==> config.mk <==
export PLATFORM = sky130hd
export DESIGN_NAME = io_arbiter
export DESIGN_NICKNAME = d
export VERILOG_FILES = /design/src/rtl/io_arbiter_pkg.sv /design/src/rtl/io_arb_timer.sv /design/src/rtl/io_arbiter.sv
export SDC_FILE = /design/constraint.sdc
export NUM_CORES = 1
export LEC_CHECK = 0
export CORE_MARGIN = 5
export CORE_UTILIZATION = 45
export CTS_BUF_LIST = sky130_fd_sc_hd__clkbuf_16
export CTS_CLUSTER_SIZE = 12
export DETAILED_ROUTE_END_ITERATION = 6
export GPL_TIMING_DRIVEN = 1
export PLACE_DENSITY = 0.91
export SYNTH_ARGS = -nofsm -noshare
export SYNTH_HDL_FRONTEND = slang
export SYNTH_SLANG_ARGS = --single-unit
==> constraint.sdc <==
create_clock -name clk -period 3.3 [get_ports clk]
set_input_delay 0.33 -clock clk [delete_from_list [all_inputs] [get_ports clk]]
set_output_delay 0.33 -clock clk [all_outputs]
set_load 0.03 [all_outputs]
==> src/rtl/io_arbiter_pkg.sv <==
// Shared I/O arbiter constants (mirrors the project-wide constants.v) and FSM state type.
// Macros are guarded so an earlier include of constants.v takes precedence.
`ifndef IO_ADDR_WIDTH
`define IO_ADDR_WIDTH 8
`endif
`ifndef IO_DATA_WIDTH
`define IO_DATA_WIDTH 8
`endif
`ifndef IO_ARB_TIMEOUT
`define IO_ARB_TIMEOUT 16
`endif
`ifndef IO_ARB_IDLE
`define IO_ARB_IDLE 2'd0
`endif
`ifndef IO_ARB_ACCESS
`define IO_ARB_ACCESS 2'd1
`endif
`ifndef IO_ARB_DONE
`define IO_ARB_DONE 2'd2
`endif

package io_arbiter_pkg;

    localparam int ARB_ADDR_W  = `IO_ADDR_WIDTH;
    localparam int ARB_DATA_W  = `IO_DATA_WIDTH;
    localparam int ARB_TIMEOUT = `IO_ARB_TIMEOUT;

    typedef enum logic [1:0] {
        ARB_IDLE   = `IO_ARB_IDLE,
        ARB_ACCESS = `IO_ARB_ACCESS,
        ARB_DONE   = `IO_ARB_DONE
    } arb_state_e;

endpackage

==> src/rtl/io_arb_timer.sv <==
// ACCESS-cycle counter; expired is high during the last permitted ACCESS cycle.
module io_arb_timer #(
    parameter int TIMEOUT_CYCLES = 16
) (
    input  logic clk,
    input  logic rst,
    input  logic clear,
    input  logic enable,
    output logic expired
);

    localparam logic [7:0] LAST = 8'(TIMEOUT_CYCLES - 1);

    logic [7:0] count_q;

    always_ff @(posedge clk) begin
        if (rst)
            count_q <= '0;
        else if (clear)
            count_q <= '0;
        else if (enable && count_q != LAST)
            count_q <= count_q + 8'd1;
    end

    assign expired = (count_q == LAST);

endmodule

==> src/rtl/io_arbiter.sv <==
// Two-master round-robin arbiter onto the slot bus with per-transaction timeout.
// Every output is registered; the comb process computes next values for all of them.
module io_arbiter
    import io_arbiter_pkg::*;
#(
    parameter int ADDR_WIDTH     = ARB_ADDR_W,
    parameter int DATA_WIDTH     = ARB_DATA_W,
    parameter int TIMEOUT_CYCLES = ARB_TIMEOUT
) (
    input  logic                  clk,
    input  logic                  rst,
    input  logic                  m0_req,
    input  logic                  m0_write,
    input  logic [ADDR_WIDTH-1:0] m0_addr,
    input  logic [DATA_WIDTH-1:0] m0_wdata,
    output logic                  m0_ack,
    output logic                  m0_err,
    input  logic                  m1_req,
    input  logic                  m1_write,
    input  logic [ADDR_WIDTH-1:0] m1_addr,
    input  logic [DATA_WIDTH-1:0] m1_wdata,
    output logic                  m1_ack,
    output logic                  m1_err,
    output logic [DATA_WIDTH-1:0] rdata,
    output logic                  bus_read,
    output logic                  bus_write,
    output logic [ADDR_WIDTH-1:0] bus_addr,
    output logic [DATA_WIDTH-1:0] bus_wdata,
    input  logic [DATA_WIDTH-1:0] bus_rdata,
    input  logic                  bus_ready
);

    arb_state_e state_q, state_d;
    logic       ptr_q, ptr_d;
    logic       gnt_q, gnt_d;
    logic       sel, wr_sel;
    logic       tmr_clear, tmr_en, tmr_expired;

    logic                  bus_read_d, bus_write_d;
    logic [ADDR_WIDTH-1:0] bus_addr_d;
    logic [DATA_WIDTH-1:0] bus_wdata_d, rdata_d;
    logic                  m0_ack_d, m1_ack_d, m0_err_d, m1_err_d;

    io_arb_timer #(
        .TIMEOUT_CYCLES(TIMEOUT_CYCLES)
    ) u_timer (
        .clk    (clk),
        .rst    (rst),
        .clear  (tmr_clear),
        .enable (tmr_en),
        .expired(tmr_expired)
    );

    always_comb begin
        state_d     = state_q;
        ptr_d       = ptr_q;
        gnt_d       = gnt_q;
        sel         = 1'b0;
        wr_sel      = 1'b0;
        tmr_clear   = 1'b0;
        tmr_en      = 1'b0;
        bus_read_d  = bus_read;
        bus_write_d = bus_write;
        bus_addr_d  = bus_addr;
        bus_wdata_d = bus_wdata;
        rdata_d     = rdata;
        m0_ack_d    = 1'b0;
        m1_ack_d    = 1'b0;
        m0_err_d    = 1'b0;
        m1_err_d    = 1'b0;

        case (state_q)
            ARB_IDLE: begin
                if (m0_req || m1_req) begin
                    // Pointer only breaks ties; a lone requester always wins.
                    sel         = (m0_req && m1_req) ? ptr_q : m1_req;
                    wr_sel      = sel ? m1_write : m0_write;
                    gnt_d       = sel;
                    bus_addr_d  = sel ? m1_addr : m0_addr;
                    bus_wdata_d = sel ? m1_wdata : m0_wdata;
                    bus_read_d  = !wr_sel;
                    bus_write_d = wr_sel;
                    tmr_clear   = 1'b1;
                    state_d     = ARB_ACCESS;
                end
            end
            ARB_ACCESS: begin
                tmr_en = 1'b1;
                // bus_ready wins a same-cycle tie with expiry.
                if (bus_ready || tmr_expired) begin
                    if (bus_read)
                        rdata_d = bus_ready ? bus_rdata : '0;
                    bus_read_d  = 1'b0;
                    bus_write_d = 1'b0;
                    m0_ack_d    = !gnt_q;
                    m1_ack_d    = gnt_q;
                    m0_err_d    = !gnt_q && !bus_ready;
                    m1_err_d    = gnt_q && !bus_ready;
                    state_d     = ARB_DONE;
                end
            end
            ARB_DONE: begin
                ptr_d   = !gnt_q;
                state_d = ARB_IDLE;
            end
            default: state_d = ARB_IDLE;
        endcase
    end

    always_ff @(posedge clk) begin
        if (rst) begin
            state_q   <= ARB_IDLE;
            ptr_q     <= 1'b0;
            gnt_q     <= 1'b0;
            bus_read  <= 1'b0;
            bus_write <= 1'b0;
            bus_addr  <= '0;
            bus_wdata <= '0;
            rdata     <= '0;
            m0_ack    <= 1'b0;
            m1_ack    <= 1'b0;
            m0_err    <= 1'b0;
            m1_err    <= 1'b0;
        end else begin
            state_q   <= state_d;
            ptr_q     <= ptr_d;
            gnt_q     <= gnt_d;
            bus_read  <= bus_read_d;
            bus_write <= bus_write_d;
            bus_addr  <= bus_addr_d;
            bus_wdata <= bus_wdata_d;
            rdata     <= rdata_d;
            m0_ack    <= m0_ack_d;
            m1_ack    <= m1_ack_d;
            m0_err    <= m0_err_d;
            m1_err    <= m1_err_d;
        end
    end

endmodule
==> flow_summary.ini <==
[power]
leakagePower_nw = 1.09
p_total_mw = 1.28
ir_drop_mv = 0.327
power_density_nw_per_um2 = 478

[setup_path]
crit_arrival_ns = 1.33
r2r-start = u_timer.count_q[4]$_SDFFE_PP0P_
critPathLaunch = bus_read$_SDFFE_PP0P_
worstSetupEndpointType = output pin
crit_cells = 1
crit_path_start_kind = flip-flop
path_class = reg -> out
path_max_fanout = 3
cp_num_buf_inv = 1
cpPeakStageDelay_ns = 0.69
r2r_setup_slack_ns = 1.69
required_ns = 2.97
cp_cell_sequence = clkdlybuf4s50_1
cpLargestDelayFamily = buffers and inverters
cp_slowest_cell = clkdlybuf4s50_1
crit_end = bus_read
r2r-end = rdata[1]$_SDFFE_PP0P_
reg2reg_depth = 4

[clock_network]
insertion_delay_ns = 0.28
numCtsBuffers = 5
tritoncts = yes
cts_resized = 0
root_buffer = clkbuf_16
ctsHoldBuffers = 0
cts_sinks = 42
clk_pin_slew_worst_paths_ns = 0.05
cts_setup_buffers = 0
htree_levels = 2
clock_path_buffers = 2

[global_routing]
grt-ovfl-total = 0
grt_pass1_wl_mm = 6.64
grt_antenna_before_repair = 0
grt_max_degree = 35
grtUsageTotal = 0.165
grt_pass1_vias = 1496

[die]
start_util = 0.472
die_y_um = 72.5
core_um2 = 3720
die_area_um2 = 5250
num_rows = 22
die_w_um = 72.5
pin_count = 77

[sta]
min_period_ns = 1.66
relSlewSlack = 0.653
report.final.setup_viol = 0
timing.fmax_mhz = 601
setup_tns_ns = 0
worstMarginPinSlew_ns = 0.518
final-hold-violation-count = 0
finClkSkew_ns = 0.00421
drv_slew = 0
rsz0062_at_grt = no
fin_crit_sh = 0.504

[logic_synthesis]
synthArstFlopShare = 0
synth_area_per_cell_um2 = 10.1
ys_types = 40
synthesis.nets = 222
syn_inst = 174
yosys.area.top_type_share = 0.479
synthTopCellsByArea = dfxtp_1 (48%), mux2i_1 (9.7%), a211oi_1 (7.3%), nor2_1 (5.8%), a22o_1 (4.0%)
ys.flop_type = dfxtp_1
yosys.area.top_type = dfxtp_1
synth_seq_cells = 42
synth_commonest_cells = dfxtp_1 (42), nor2_1 (27), a211oi_1 (17), mux2i_1 (17), a22o_1 (8)
ys_seq_area_frac = 0.479
synth_area_um2 = 1760
yosysWarnings = 0
synth_edf_count = 0
synth.most_common_cell = dfxtp_1

[flow_run]
drv_cap = 0

[final_layout]
fill_cells = 284
ff_latch_area_um2 = 841
multi_input_area_um2 = 866
final_nets = 299
drive_gt1_frac = 0.0677
syn_to_final_growth_pct = 53.0
antenna-diode-count = 0

[placement]
dp_hpwl_mm = 3.27
place_congestion = 0.804
portBuffers = 76

[route]
drtPass1Iterations = 4
num_vias = 1583
drc = 0
route.detailed.wl_per_inst_um = 14.4
vias_per_cell = 5.29
wl_mm = 4.29
drt_iter0_markers = 88
antenna_left = 0

[status]
outcome = finished clean

[hold_path]
min_path_type = reg -> reg
min_from = rdata[5]$_SDFFE_PP0P_
==> power breakdown <==
part	switching (mW)	internal [mW]	total (mW)
Clock	0.177	0.270	0.447
Sequential	0.0187	0.539	0.558
Combinational	0.142	0.136	0.278
Total	0.338	0.945	1.28
==> kinds of logic (layout without fill, tap and decap cells) <==
group / after synthesis / in the layout / synth area share
buffers and inverters: 11 / 88 / 0.0278
adder cells (fa/ha/maj): 1 / 1 / 0.00713
flip-flops: 42 / 42 / 0.479
AND/OR/NAND/NOR: 55 / 55 / 0.172
AO/OA/AOI/OAI: 42 / 42 / 0.187
XOR/XNOR: 6 / 6 / 0.0299
multiplexers: 17 / 17 / 0.0969
==> placed cells by master (no fill, tap or decap), drive strengths merged <==
master / instances
clkdlybuf4s50: 76
dfxtp: 42
nor2: 27
mux2i: 17
a211oi: 17
a22o: 8
inv: 5
xor2: 5
clkbuf: 5
a21oi: 5
o21ai: 5
nand2: 4
and3: 3
nand3: 3
nand4: 3
nand2b: 3
nor3: 3
o21a: 2
o211ai: 2
buf: 2
nor4: 2
or4: 2
and2b: 1
nor3b: 1
nor4b: 1
o31a: 1
a21boi: 1
o211a: 1
or3: 1
and4b: 1
xnor2: 1
ha: 1
==> registers in the layout (all words and copies together) (netlist names), 2 cells and up <==
signal / flops
rdata: 8
bus_wdata: 8
u_timer.count_q: 8
state_q: 2
bus_addr: 8
==> per-layer routing <==
metal  vias up  wire length (µm)  track usage
met2        48              2100        0.273
met3        14               269       0.0429
met1       725              1750        0.183
li1        796                 -            -
met5         -                 0            0
met4         0               167        0.121
==> worst min-delay path by stage <==
stage | endpoint | slack [ns] | cells after the start
floorplan | m1_err$_SDFF_PP0_ | 0.40 | 1
global placement | rdata[0]$_SDFFE_PP0P_ | 0.46 | 1
detailed placement | rdata[7]$_SDFFE_PP0P_ | 0.46 | 1
CTS | rdata[0]$_SDFFE_PP0P_ | 0.48 | 1
global route | rdata[5]$_SDFFE_PP0P_ | 0.50 | 1
finish | rdata[5]$_SDFFE_PP0P_ | 0.48 | 1
==> final cells by class <==
cell class                      instances  share of cell area
Inverter                                3             0.00419
Tap cell                               48              0.0224
Clock inverter                          2             0.00279
Multi-Input combinational cell        121               0.322
Clock buffer                            5              0.0466
Timing Repair Buffer                   78               0.289
Sequential cell                        42               0.313
==> metrics by stage <==
| stage | hold WS, ns | utilization | setup slack, ns | cell area (µm²) | cells |
|---|---|---|---|---|---|
| 6_report | 0.480 | 0.723 | 1.64 | 2690 | 299 |
| 5_1_grt | 0.505 | 0.723 | 1.59 | 2690 | 299 |
| 4_1_cts | 0.481 | 0.723 | 1.64 | 2690 | 299 |
| 3_5_place_dp | 0.462 | 0.687 | 1.42 | 2550 | 292 |
| 3_3_place_gp | 0.456 | 0.687 | 1.45 | 2550 | 292 |
| 2_1_floorplan | 0.401 | - | 1.86 | 1760 | 174 |
Power figures use the tool's default switching activity.
